**config.mk**
```make
export PLATFORM = sky130hd
export DESIGN_NAME = fp_muldiv_ctrl
export DESIGN_NICKNAME = d
export VERILOG_FILES = /design/src/rtl/fp_ctrl_pkg.sv /design/src/rtl/fp_iter_cnt.sv /design/src/rtl/fp_muldiv_ctrl.sv
export SDC_FILE = /design/constraint.sdc
export NUM_CORES = 1
export LEC_CHECK = 0
export CORE_UTILIZATION = 42
export DETAILED_ROUTE_END_ITERATION = 8
export MAX_ROUTING_LAYER = met4
export PLACE_DENSITY = 0.89
export SYNTH_ARGS = -nofsm -noshare
export SYNTH_HDL_FRONTEND = slang
export SYNTH_HIERARCHICAL = 1
export SYNTH_SLANG_ARGS = --single-unit
```
**constraint.sdc**
```tcl
create_clock -name clk -period 1.95 [get_ports clk]
set_input_delay 0.39 -clock clk [delete_from_list [all_inputs] [get_ports clk]]
set_output_delay 0.39 -clock clk [all_outputs]
set_load 0.005 [all_outputs]
```
**src/rtl/fp_ctrl_pkg.sv**
```systemverilog
// Shared types and constants for the FP multiply/divide sequencer.
package fp_ctrl_pkg;

  typedef enum logic [2:0] {
    IDLE,
    EXP,
    MANT,
    NORM,
    RND,
    DONE
  } ctrl_state_e;

  typedef enum logic {
    OP_MUL = 1'b0,
    OP_DIV = 1'b1
  } op_e;

  localparam logic [7:0] EXP_ZERO = 8'h00;
  localparam logic [7:0] EXP_MAX  = 8'hFF;

  // Zero/denormal or inf/NaN exponent: result comes from the bypass path
  function automatic logic is_special_exp(input logic [7:0] e);
    return (e == EXP_ZERO) || (e == EXP_MAX);
  endfunction

endpackage

```
**src/rtl/fp_iter_cnt.sv**
```systemverilog
// Loadable up-counter with clear, enable and terminal-count compare.
// Paces the mantissa unit through its steps/iterations.
module fp_iter_cnt
  import fp_ctrl_pkg::*;
#(
  parameter int W = 5
) (
  input  logic         clk,
  input  logic         arst,
  input  logic         clr,
  input  logic         load,
  input  logic [W-1:0] load_val,
  input  logic         en,
  input  logic [W-1:0] last,
  output logic [W-1:0] cnt,
  output logic         tc
);

  // Clear has priority over load, load over count
  always_ff @(posedge clk) begin
    if (arst || clr) begin
      cnt <= '0;
    end else if (load) begin
      cnt <= load_val;
    end else if (en) begin
      cnt <= cnt + W'(1);
    end
  end

  // Terminal count: current index is the last step
  assign tc = (cnt == last);

endmodule

```
**src/rtl/fp_muldiv_ctrl.sv**
```systemverilog
// Sequencer for the FP multiply/divide datapath: exponent logic, mantissa
// unit, normaliser and rounder, with valid/ready request and response.
// Optional feature macro: FP_CTRL_SPECIAL_EN (special-exponent bypass).
//
//   state | meaning
//   IDLE  | waiting for a request, req_ready high
//   EXP   | exponent enable and mantissa operand load (1 cycle)
//   MANT  | mantissa steps, iter_cnt 0..N-1
//   NORM  | normaliser enable (1 cycle)
//   RND   | rounder enable (1 cycle)
//   DONE  | rsp_valid held until rsp_ready
module fp_muldiv_ctrl
  import fp_ctrl_pkg::*;
#(
  parameter  int MUL_LAT  = 2,
  parameter  int DIV_ITER = 26,
  localparam int CNT_W    = $clog2(((MUL_LAT > DIV_ITER) ? MUL_LAT : DIV_ITER) + 1)
) (
  input  logic             clk,
  input  logic             arst,
  input  logic             req_valid,
  output logic             req_ready,
  input  logic             req_op,
  input  logic [7:0]       req_eA,
  input  logic [7:0]       req_eB,
  output logic             exp_en,
  output logic             exp_sel,
  output logic             mant_load,
  output logic             mant_step,
  output logic [CNT_W-1:0] iter_cnt,
  output logic             norm_en,
  output logic             round_en,
  output logic             rsp_valid,
  input  logic             rsp_ready,
  output logic             rsp_special,
  output logic             busy
);

  ctrl_state_e      state_q;
  op_e              op_q;
  logic             special_q;
  logic             spec_hit;
  logic             in_mant;
  logic             cnt_tc;
  logic [CNT_W-1:0] cnt_last;

  assign in_mant  = (state_q == MANT);
  assign cnt_last = (op_q == OP_DIV) ? CNT_W'(DIV_ITER - 1) : CNT_W'(MUL_LAT - 1);

`ifdef FP_CTRL_SPECIAL_EN
  // Either operand exponent all-zeros or all-ones bypasses the datapath
  assign spec_hit = is_special_exp(req_eA) || is_special_exp(req_eB);
`else
  // Exponents are not inspected; the full sequence always runs
  logic unused_eops;
  assign unused_eops = ^{req_eA, req_eB};
  assign spec_hit    = 1'b0;
`endif

  // Step counter: zeroed on EXP, counts through MANT, cleared on leaving MANT
  fp_iter_cnt #(
    .W(CNT_W)
  ) u_iter_cnt (
    .clk      (clk),
    .arst     (arst),
    .clr      (in_mant && cnt_tc),
    .load     (state_q == EXP),
    .load_val ({CNT_W{1'b0}}),
    .en       (in_mant && !cnt_tc),
    .last     (cnt_last),
    .cnt      (iter_cnt),
    .tc       (cnt_tc)
  );

  assign rsp_special = special_q;

  // Sequencer: next state and the registered enables that belong to it
  always_ff @(posedge clk) begin
    if (arst) begin
      state_q   <= IDLE;
      op_q      <= OP_MUL;
      special_q <= 1'b0;
      req_ready <= 1'b1;
      busy      <= 1'b0;
      exp_en    <= 1'b0;
      exp_sel   <= 1'b0;
      mant_load <= 1'b0;
      mant_step <= 1'b0;
      norm_en   <= 1'b0;
      round_en  <= 1'b0;
      rsp_valid <= 1'b0;
    end else begin
      case (state_q)
        IDLE: begin
          if (req_valid && req_ready) begin
            op_q      <= op_e'(req_op);
            exp_sel   <= req_op;
            req_ready <= 1'b0;
            busy      <= 1'b1;
            if (spec_hit) begin
              state_q   <= DONE;
              special_q <= 1'b1;
              rsp_valid <= 1'b1;
            end else begin
              state_q   <= EXP;
              exp_en    <= 1'b1;
              mant_load <= 1'b1;
            end
          end
        end
        EXP: begin
          state_q   <= MANT;
          exp_en    <= 1'b0;
          mant_load <= 1'b0;
          mant_step <= 1'b1;
        end
        MANT: begin
          if (cnt_tc) begin
            state_q   <= NORM;
            mant_step <= 1'b0;
            norm_en   <= 1'b1;
          end
        end
        NORM: begin
          state_q  <= RND;
          norm_en  <= 1'b0;
          round_en <= 1'b1;
        end
        RND: begin
          state_q   <= DONE;
          round_en  <= 1'b0;
          rsp_valid <= 1'b1;
        end
        DONE: begin
          if (rsp_ready) begin
            state_q   <= IDLE;
            rsp_valid <= 1'b0;
            special_q <= 1'b0;
            exp_sel   <= 1'b0;
            busy      <= 1'b0;
            req_ready <= 1'b1;
          end
        end
        default: begin
          state_q   <= IDLE;
          special_q <= 1'b0;
          req_ready <= 1'b1;
          busy      <= 1'b0;
          exp_en    <= 1'b0;
          exp_sel   <= 1'b0;
          mant_load <= 1'b0;
          mant_step <= 1'b0;
          norm_en   <= 1'b0;
          round_en  <= 1'b0;
          rsp_valid <= 1'b0;
        end
      endcase
    end
  end

endmodule

```
==> flow_summary.toml, run 1 <==
[finish]
layout.nets = 155
multi_input_area_sq_um = 532
n_fill_cell = 186
final_cell_mix = "clkdlybuf4s50_1, dfxtp_1, a21oi_1"
seqCellArea_sq_um = 340
utilization = 0.571
antenna_cells = 0
mostFrequentLayoutCell = "clkdlybuf4s50_1"
syn2layout_area_growth_pct = 25.2
drive_gt1_frac = 0.100

[logic_synthesis]
synth-compound-area-share = 0.197
synth-seq-cells = 17
syn_area_per_cell_sq_um = 8.62
synthCells = 106
async_flop_share = 0
synthSimpleGateAreaFrac = 0.195
ys.flop_type = "dfxtp_1"
yosys_warnings = 6
synth_top_family_by_area = "compound AO/OA/AOI/OAI gates"
synth-xor-area-share = 0.0959
synth-seq-area-share = 0.373
syn-cell-area_sq_um = 913
synth-edff-count = 0
synth_fa_ha_area_frac = 0.0411
synthDistinctLibCells = 33
synth_mux_area_frac = 0.0110

[floorplan]
rows = 16
design.core.area_sq_mm = 0.00200
io_pins = 36
initial_core_util = 0.456
dieArea_sq_mm = 0.00237
die_height_microns = 48.6
die_w_microns = 48.6

[drt]
via_per_inst = 5.02
wl_met3_microns = 63
vias = 788
ant_nets = 0
drtPass1Iterations = 4
routedWlPerCell_microns = 11.6
wl_microns = 1820
drc_errors = 0
wl_met1_microns = 759
routed.top_layer = "met4"
drt_iter0_drc = 3
dr_wl_met2_microns = 960

[worst_hold_path]
worstHoldStart = "rsp_valid"
whs_endpoint = "rsp_valid"
hold-path-cell-count = 2
min_path_type = "flip-flop to flip-flop"

[global_route]
grt_usage = 0.176
grt_pass1_vias = 777
antenna_found_initial = 0
grt_max_degree = 13
grt-ovfl-total = 0
grt_pass1_wl_microns = 3180

[placement]
post-dp-hpwl_microns = 1430
dp_slack_ns = 0.112
place.gp.congestion = 0.798
port_buffers = 18

[clock_network]
clock_latency_ns = 0.30
cts-root-buf = "clkbuf_4"
cts_sinks = 17
cts_buffers = 3
tritoncts = "done"
path_clk_slew_ns = 0.10
clk_path_buf_depth = 2
htreeDepth = 1
hold_buffers = 0

[timing]
fin_crit_sh = 0.888
finalSetupViolCount = 0
maxSlewViolCount = 0
hold_violations = 0
final.min_clock_period_ns = 1.73
rsz0062_at_grt = "false"
layout_setup_ws_ns = 0.219
fin_skew_ns = 0.00452
fmax_mhz = 578
fin_setup_tns_ns = 0

[critical_path]
timing.critical_path.buf_inv = 1
crit_path_top_delay_cell = "dfxtp_1"
r2r-end = "u_iter_cnt/cnt[3]"
worstPathRequired_ns = 2.15
worstSetupPathType = "flip-flop to flip-flop"
reg2reg_from = "u_iter_cnt/cnt[1]"
slowest_delay_ns = 0.37
cp-start-kind = "flip-flop"
path_delay_family = "simple AND/OR/NAND/NOR gates"
cp_max_fo = 5
r2r_cells = 8
end_kind = "flip-flop"
worstPathArrival_ns = 1.93
path_cells = "xnor2_1 > nand3_1 > nor3_2 > inv_1 > and2_1 > nand4_1 > xor2_1 > a21oi_1"
ff2ff_setup_slack_ns = 0.22

[pwr]
p_leak_nw = 0.435
ir_drop_mv = 0.454
powerDensity_mw_per_mm2 = 809

[run_status]
outcome = "finished clean"

[flow_run]
cap_violations = 0
final cells by class:
type	instances	area share
clock buffers	3	0.0197
clock inverters	1	0.00438
inverters	6	0.0197
multi-input cells	84	0.465
flip-flops and latches	17	0.298
well taps	27	0.0295
repair buffers	19	0.164
worst max-delay path by stage:
stage / to / start / cells after the start
after floorplan: u_iter_cnt/cnt[1] / u_iter_cnt/cnt[3] / 8
after global placement: u_iter_cnt/cnt[1] / u_iter_cnt/cnt[3] / 8
after detailed placement: u_iter_cnt/cnt[1] / op_q / 8
after CTS: u_iter_cnt/cnt[3] / op_q / 8
after global routing: u_iter_cnt/cnt[0] / u_iter_cnt/cnt[1] / 8
final: u_iter_cnt/cnt[3] / u_iter_cnt/cnt[1] / 8
worst reg2reg max path, stage by stage, from the launching register on:
cell     delay [ns]
dfxtp_1        0.37
xnor2_1        0.17
nand3_1        0.12
nor3_2         0.28
inv_1          0.08
and2_1         0.21
nand4_1        0.14
xor2_1         0.16
a21oi_1        0.09
flip-flops by register name, summed over array words and instances (netlist names):
name and cells:
req_ready 1, norm_en 1, op_q 1, exp_sel 1
round_en 1, rsp_valid 1, state_q 3, u_iter_cnt/cnt 5
mant_load 1, busy 1, mant_step 1
logic make-up (layout without fill, tap and decap cells):
family / Yosys count / in the layout
xor gates and xnor gates: 10 / 10
and+or+nand+nor: 31 / 31
buffers and inverters: 12 / 29
adders and majority gates: 3 / 3
DFF: 17 / 17
other: 2 / 9
muxes: 1 / 1
AOI/OAI and AO/OA: 30 / 30
synth_stat cells, drive strengths merged, types with 5 or more instances:
cell type	instances	area share
nand2	7	0.029
buf	6	0.055
inv	6	0.025
xnor2	5	0.048
xor2	5	0.048
a21oi	13	0.075
o21ai	11	0.060
nor3	5	0.027
dfxtp	17	0.37
repair_timing:
action / in CTS / in global routing
resized for setup: 0 / 1
setup buffers: 0 / 0
endpoints found under the setup margin: 0 / 5
power breakdown:
group / switching, mW / leakage (nW) / internal, mW / total (mW)
Clock: 0.118 / 0.0177 / 0.0766 / 0.195
Combinational: 0.123 / 0.278 / 0.160 / 0.284
Sequential: 0.0561 / 0.139 / 0.390 / 0.446
Total: 0.298 / 0.435 / 0.627 / 0.925
per-layer routing:
layer  track usage  vias up
met5             -        -
met4        0.0735        0
met3        0.0189        5
met2         0.329       18
met1         0.185      360
li1              -      405
through the flow:
step | std cells | total power, mW | hold slack, ns | instance area, sq um
detailed placement | 153 | 0.736 | 0.475 | 1110
global placement | 153 | 0.719 | 0.464 | 1110
global route | 157 | 0.983 | 0.522 | 1140
CTS | 157 | 0.928 | 0.493 | 1140
floorplan | 113 | 0.630 | 0.468 | 940
finish | 157 | 0.925 | 0.488 | 1140
Note: power is estimated with default switching activity, not from simulation.
==> run 2, diff against run 1 <==
--- a/config.mk
+++ b/config.mk
@@ -5,9 +5,9 @@
 export SDC_FILE = /design/constraint.sdc
 export NUM_CORES = 1
 export LEC_CHECK = 0
+export CORE_MARGIN = 10
 export CORE_UTILIZATION = 42
 export DETAILED_ROUTE_END_ITERATION = 8
-export MAX_ROUTING_LAYER = met4
 export PLACE_DENSITY = 0.89
 export SYNTH_ARGS = -nofsm -noshare
 export SYNTH_HDL_FRONTEND = slang
==> constraint.sdc (replaced) <==
create_clock -name clk -period 1.7 [get_ports clk]
set_input_delay 0.34 -clock clk [delete_from_list [all_inputs] [get_ports clk]]
set_output_delay 0.34 -clock clk [all_outputs]
set_load 0.005 [all_outputs]
==> flow_summary.toml, run 2 (same netlist as run 1, synthesis figures left out) <==
[critical_path]
worstPathRequired_ns = 1.36
end_kind = "primary output"
timing.critical_path.buf_inv = 1
crit_path_top_delay_cell = "clkdlybuf4s50_1"
cp-start-kind = "flip-flop"
worstPathArrival_ns = 1.28
cp.depth = 1
reg2reg_from = "u_iter_cnt/cnt[1]"
cp_max_fo = 7
r2r_cells = 8
r2r-end = "u_iter_cnt/cnt[1]"
path_cells = "clkdlybuf4s50_1"
slowest_delay_ns = 0.55
worstSetupPathType = "flip-flop to primary output"
path_delay_family = "buffers and inverters"
ff2ff_setup_slack_ns = 0.19

[clock_network]
clk_path_buf_depth = 2
path_clk_slew_ns = 0.09
hold_buffers = 0
tritoncts = "done"
clock_latency_ns = 0.29
cts_buffers = 3
cts-root-buf = "clkbuf_4"
cts_sinks = 17
htreeDepth = 1

[global_route]
grt_max_degree = 13
grt_pass1_vias = 815
grt-ovfl-total = 0
grt_usage = 0.0925
grt_pass1_wl_microns = 3310
antenna_found_initial = 0

[floorplan]
initial_core_util = 0.452
die_height_microns = 66.6
io_pins = 36
die_w_microns = 66.6
design.core.area_sq_mm = 0.00202
dieArea_sq_mm = 0.00444
rows = 16

[drt]
drtPass1Iterations = 2
wl_microns = 2000
drc_errors = 0
ant_nets = 0
routedWlPerCell_microns = 12.1
vias = 821
drt_iter0_drc = 9
via_per_inst = 4.98

[finish]
layout.nets = 163
antenna_cells = 0
largest_reg_flops = 5
drive_gt1_frac = 0.174
reg_top3 = "u_iter_cnt/cnt x5, state_q x3"
n_fill_cell = 190
largest_register = "u_iter_cnt/cnt"
final_cell_mix = "clkdlybuf4s50_1, dfxtp_1, a21oi_1"
mostFrequentLayoutCell = "clkdlybuf4s50_1"
layout.cells.non_filler = 165
syn2layout_area_growth_pct = 32.5

[worst_hold_path]
hold-path-cell-count = 2
whs_endpoint = "rsp_valid"
min_path_type = "flip-flop to flip-flop"
worstHoldStart = "rsp_valid"

[pwr]
powerDensity_mw_per_mm2 = 902
p_leak_nw = 0.479
totalPowerFinal_mw = 1.09
ir_drop_mv = 0.707

[timing]
fin_skew_ns = 0.00247
fin_crit_sh = 0.955
rsz0062_at_grt = "false"
hold_violations = 0
final.min_clock_period_ns = 1.62
worst_hold_slack_ns = 0.486
maxSlewViolCount = 0
fin_setup_tns_ns = 0
fmax_mhz = 616
finalSetupViolCount = 0

[placement]
post-dp-hpwl_microns = 1600
place.gp.congestion = 0.814
dp_cells = 161
port_buffers = 18

[run_status]
outcome = "finished clean"

[flow_run]
cap_violations = 0
-- run 2: cell type report --
cell class / count / area, sq um / area share
multi-input cells: 84 / 537 / 0.444
flip-flops and latches: 17 / 342 / 0.282
repair buffers: 27 / 248 / 0.205
well taps: 27 / 33.8 / 0.0279
clock buffers: 3 / 22.5 / 0.0186
inverters: 6 / 22.5 / 0.0186
clock inverters: 1 / 5.00 / 0.00414
-- run 2: through the flow --
step                      utilization  worst slack (ns)  area [sq um]
final                           0.598            0.0767          1210
after global routing            0.598            0.0185          1210
after CTS                       0.595            0.0167          1200
after detailed placement        0.579           -0.0126          1170
after global placement          0.579            0.0251          1170
after floorplan                     -             0.117           940
-- run 2: power by group --
group,total (mW),switching (mW),internal [mW]
clock,0.212,0.124,0.0876
combinational,0.389,0.171,0.218
sequential,0.491,0.0427,0.448
-- run 2: worst register-to-register path, delay by kind of cell (launching register included) --
| family | cells | cell delay, ns |
|---|---|---|
| AOI/OAI and AO/OA | 1 | 0.08 |
| xor gates and xnor gates | 1 | 0.18 |
| buffers and inverters | 1 | 0.08 |
| DFF | 1 | 0.33 |
| muxes | 1 | 0.13 |
| and+or+nand+nor | 4 | 0.61 |
-- run 2: repair_timing --
| item | CTS | global route |
|---|---|---|
| resized for setup | 1 | 4 |
| endpoints found under the setup margin | 4 | 5 |
| buffers inserted | 0 | 0 |
| pin swaps | 0 | 1 |
| endpoints found under the hold margin | 0 | 0 |
-- run 2: worst max-delay path by stage --
stage,to,startpoint
floorplan,u_iter_cnt/cnt[1],u_iter_cnt/cnt[3]
global placement,u_iter_cnt/cnt[1],op_q
detailed placement,u_iter_cnt/cnt[1],op_q
CTS,u_iter_cnt/cnt[1],op_q
global route,req_ready,req_ready
finish,req_ready,req_ready
-- run 2: per-layer routing --
layer / wire length (microns) / GRT usage / vias up
met2: 970 / 0.165 / 18
met3: 188 / 0.0385 / 4
met1: 799 / 0.0888 / 378
li1: - / - / 421
met4: 36 / 0.0471 / 0
met5: 0 / 0 / -
==> run 3, diff against run 2 <==
--- a/config.mk
+++ b/config.mk
@@ -6,9 +6,9 @@
 export NUM_CORES = 1
 export LEC_CHECK = 0
 export CORE_MARGIN = 10
-export CORE_UTILIZATION = 42
+export CORE_UTILIZATION = 45
 export DETAILED_ROUTE_END_ITERATION = 8
-export PLACE_DENSITY = 0.89
+export PLACE_DENSITY = 0.93
 export SYNTH_ARGS = -nofsm -noshare
 export SYNTH_HDL_FRONTEND = slang
 export SYNTH_HIERARCHICAL = 1
==> constraint.sdc (replaced) <==
create_clock -name clk -period 2 [get_ports clk]
set_input_delay 0.4 -clock clk [delete_from_list [all_inputs] [get_ports clk]]
set_output_delay 0.4 -clock clk [all_outputs]
set_load 0.005 [all_outputs]
==> flow_summary.toml, run 3 (same netlist as run 1, synthesis figures left out) <==
[run_status]
outcome = "finished clean"

[finish]
reg_top3 = "u_iter_cnt/cnt x5, state_q x3"
stdcell_area_sq_mm = 0.00114
largest_reg_flops = 5
antenna_cells = 0
largest_register = "u_iter_cnt/cnt"
mostFrequentLayoutCell = "clkdlybuf4s50_1"
final_cell_mix = "clkdlybuf4s50_1, dfxtp_1, a21oi_1"
syn2layout_area_growth_pct = 25.2
layout.nets = 155
drive_gt1_frac = 0.100
layout.cells.non_filler = 157

[drt]
routedWlPerCell_microns = 12.5
ant_nets = 0
drt_iter0_drc = 4
drc_errors = 0
drtPass1Iterations = 4
vias = 794
wl_microns = 1960
via_per_inst = 5.06

[critical_path]
reg2reg_from = "u_iter_cnt/cnt[3]"
end_kind = "flip-flop"
startpoint = "u_iter_cnt/cnt[3]"
cp-start-kind = "flip-flop"
worstSetupPathType = "flip-flop to flip-flop"
cp_max_fo = 5
worstPathArrival_ns = 1.90
worstPathRequired_ns = 2.19

[clock_network]
cts_setup_buffers = 0
cts_buffers = 3
path_clk_slew_ns = 0.10
hold_buffers = 0
htreeDepth = 1
clk_path_buf_depth = 2
cts-root-buf = "clkbuf_4"
tritoncts = "done"
clock_latency_ns = 0.30
cts_sinks = 17

[pwr]
powerDensity_mw_per_mm2 = 784
ir_drop_mv = 0.434
p_leak_nw = 0.435

[global_route]
grt_usage = 0.0987
grt_pass1_wl_microns = 3460
grt_max_degree = 13
met3_usage = 0.0533
grt-ovfl-total = 0
grt-busiest-layer = "met2"
grtUsageMet2 = 0.179
met1_usage = 0.0904
antenna_found_initial = 0
grt_pass1_vias = 856

[timing]
final.min_clock_period_ns = 1.72
fin_skew_ns = 0.00363
rsz0062_at_grt = "false"
hold_violations = 0
finalSetupViolCount = 0
fmax_mhz = 583
maxSlewViolCount = 0
fin_setup_tns_ns = 0
fin_crit_sh = 0.858
layout_setup_ws_ns = 0.284

[placement]
dp_slack_ns = 0.196
dp_cells = 153
place.gp.congestion = 0.779
post-dp-hpwl_microns = 1550
port_buffers = 18
placedInstanceArea_sq_mm = 0.00111

[floorplan]
design.core.area_sq_mm = 0.00194
dieArea_sq_mm = 0.00423
rows = 16
initial_core_util = 0.470
io_pins = 36
die_w_microns = 65.1
die_height_microns = 65.1

[worst_hold_path]
worstHoldStart = "rsp_valid"
min_path_type = "flip-flop to flip-flop"

[flow_run]
cap_violations = 0
run 3: final cells by class:
type                    instances  area [sq um]
flip-flops and latches         17           340
clock inverters                 1          5.00
inverters                       6          22.5
fillers                       186           798
clock buffers                   3          22.5
well taps                      27          33.8
multi-input cells              84           532
repair buffers                 19           188
run 3: final timing paths:
kind / to / slack, ns / cells past startpoint
setup reg to reg: u_iter_cnt/cnt[4] / 0.28 / 8
hold reg to reg: rsp_valid / 0.49 / 2
setup / recovery: u_iter_cnt/cnt[4] / 0.28 / 8
hold / removal: rsp_valid / 0.49 / 2
run 3: power by group:
group	switching (mW)	internal (mW)	total, mW
Combinational	0.120	0.156	0.276
Clock	0.111	0.0746	0.186
Sequential	0.0545	0.380	0.435
run 3: layer usage:
| layer | share of wire | wire (microns) | up-vias |
|---|---|---|---|
| met5 | 0 | 0 | - |
| met4 | 0.014 | 27 | 0 |
| met3 | 0.097 | 191 | 3 |
| met2 | 0.48 | 947 | 22 |
| met1 | 0.40 | 793 | 368 |
| li1 | - | - | 401 |
run 3: stage by stage:
stage / total power [mW] / utilization / hold WS (ns)
after floorplan: 0.614 / - / 0.468
after global placement: 0.705 / 0.572 / 0.466
after detailed placement: 0.719 / 0.572 / 0.472
after CTS: 0.902 / 0.586 / 0.491
after global routing: 0.960 / 0.589 / 0.525
final: 0.897 / 0.589 / 0.493
run 3: what timing repair did:
action | 4_1_cts | 5_1_grt
resized for setup | 0 | 1
setup endpoints to repair | 0 | 2
hold endpoints to repair | 0 | 0
run 3: critical path: stages, from the launching register on:
cell and delay [ns]:
dfxtp_1 0.41, xnor2_1 0.15, nand3_1 0.10, nor3_2 0.27
inv_1 0.08, and2_1 0.21, nand4_1 0.13, xor2_1 0.16
a21oi_1 0.09
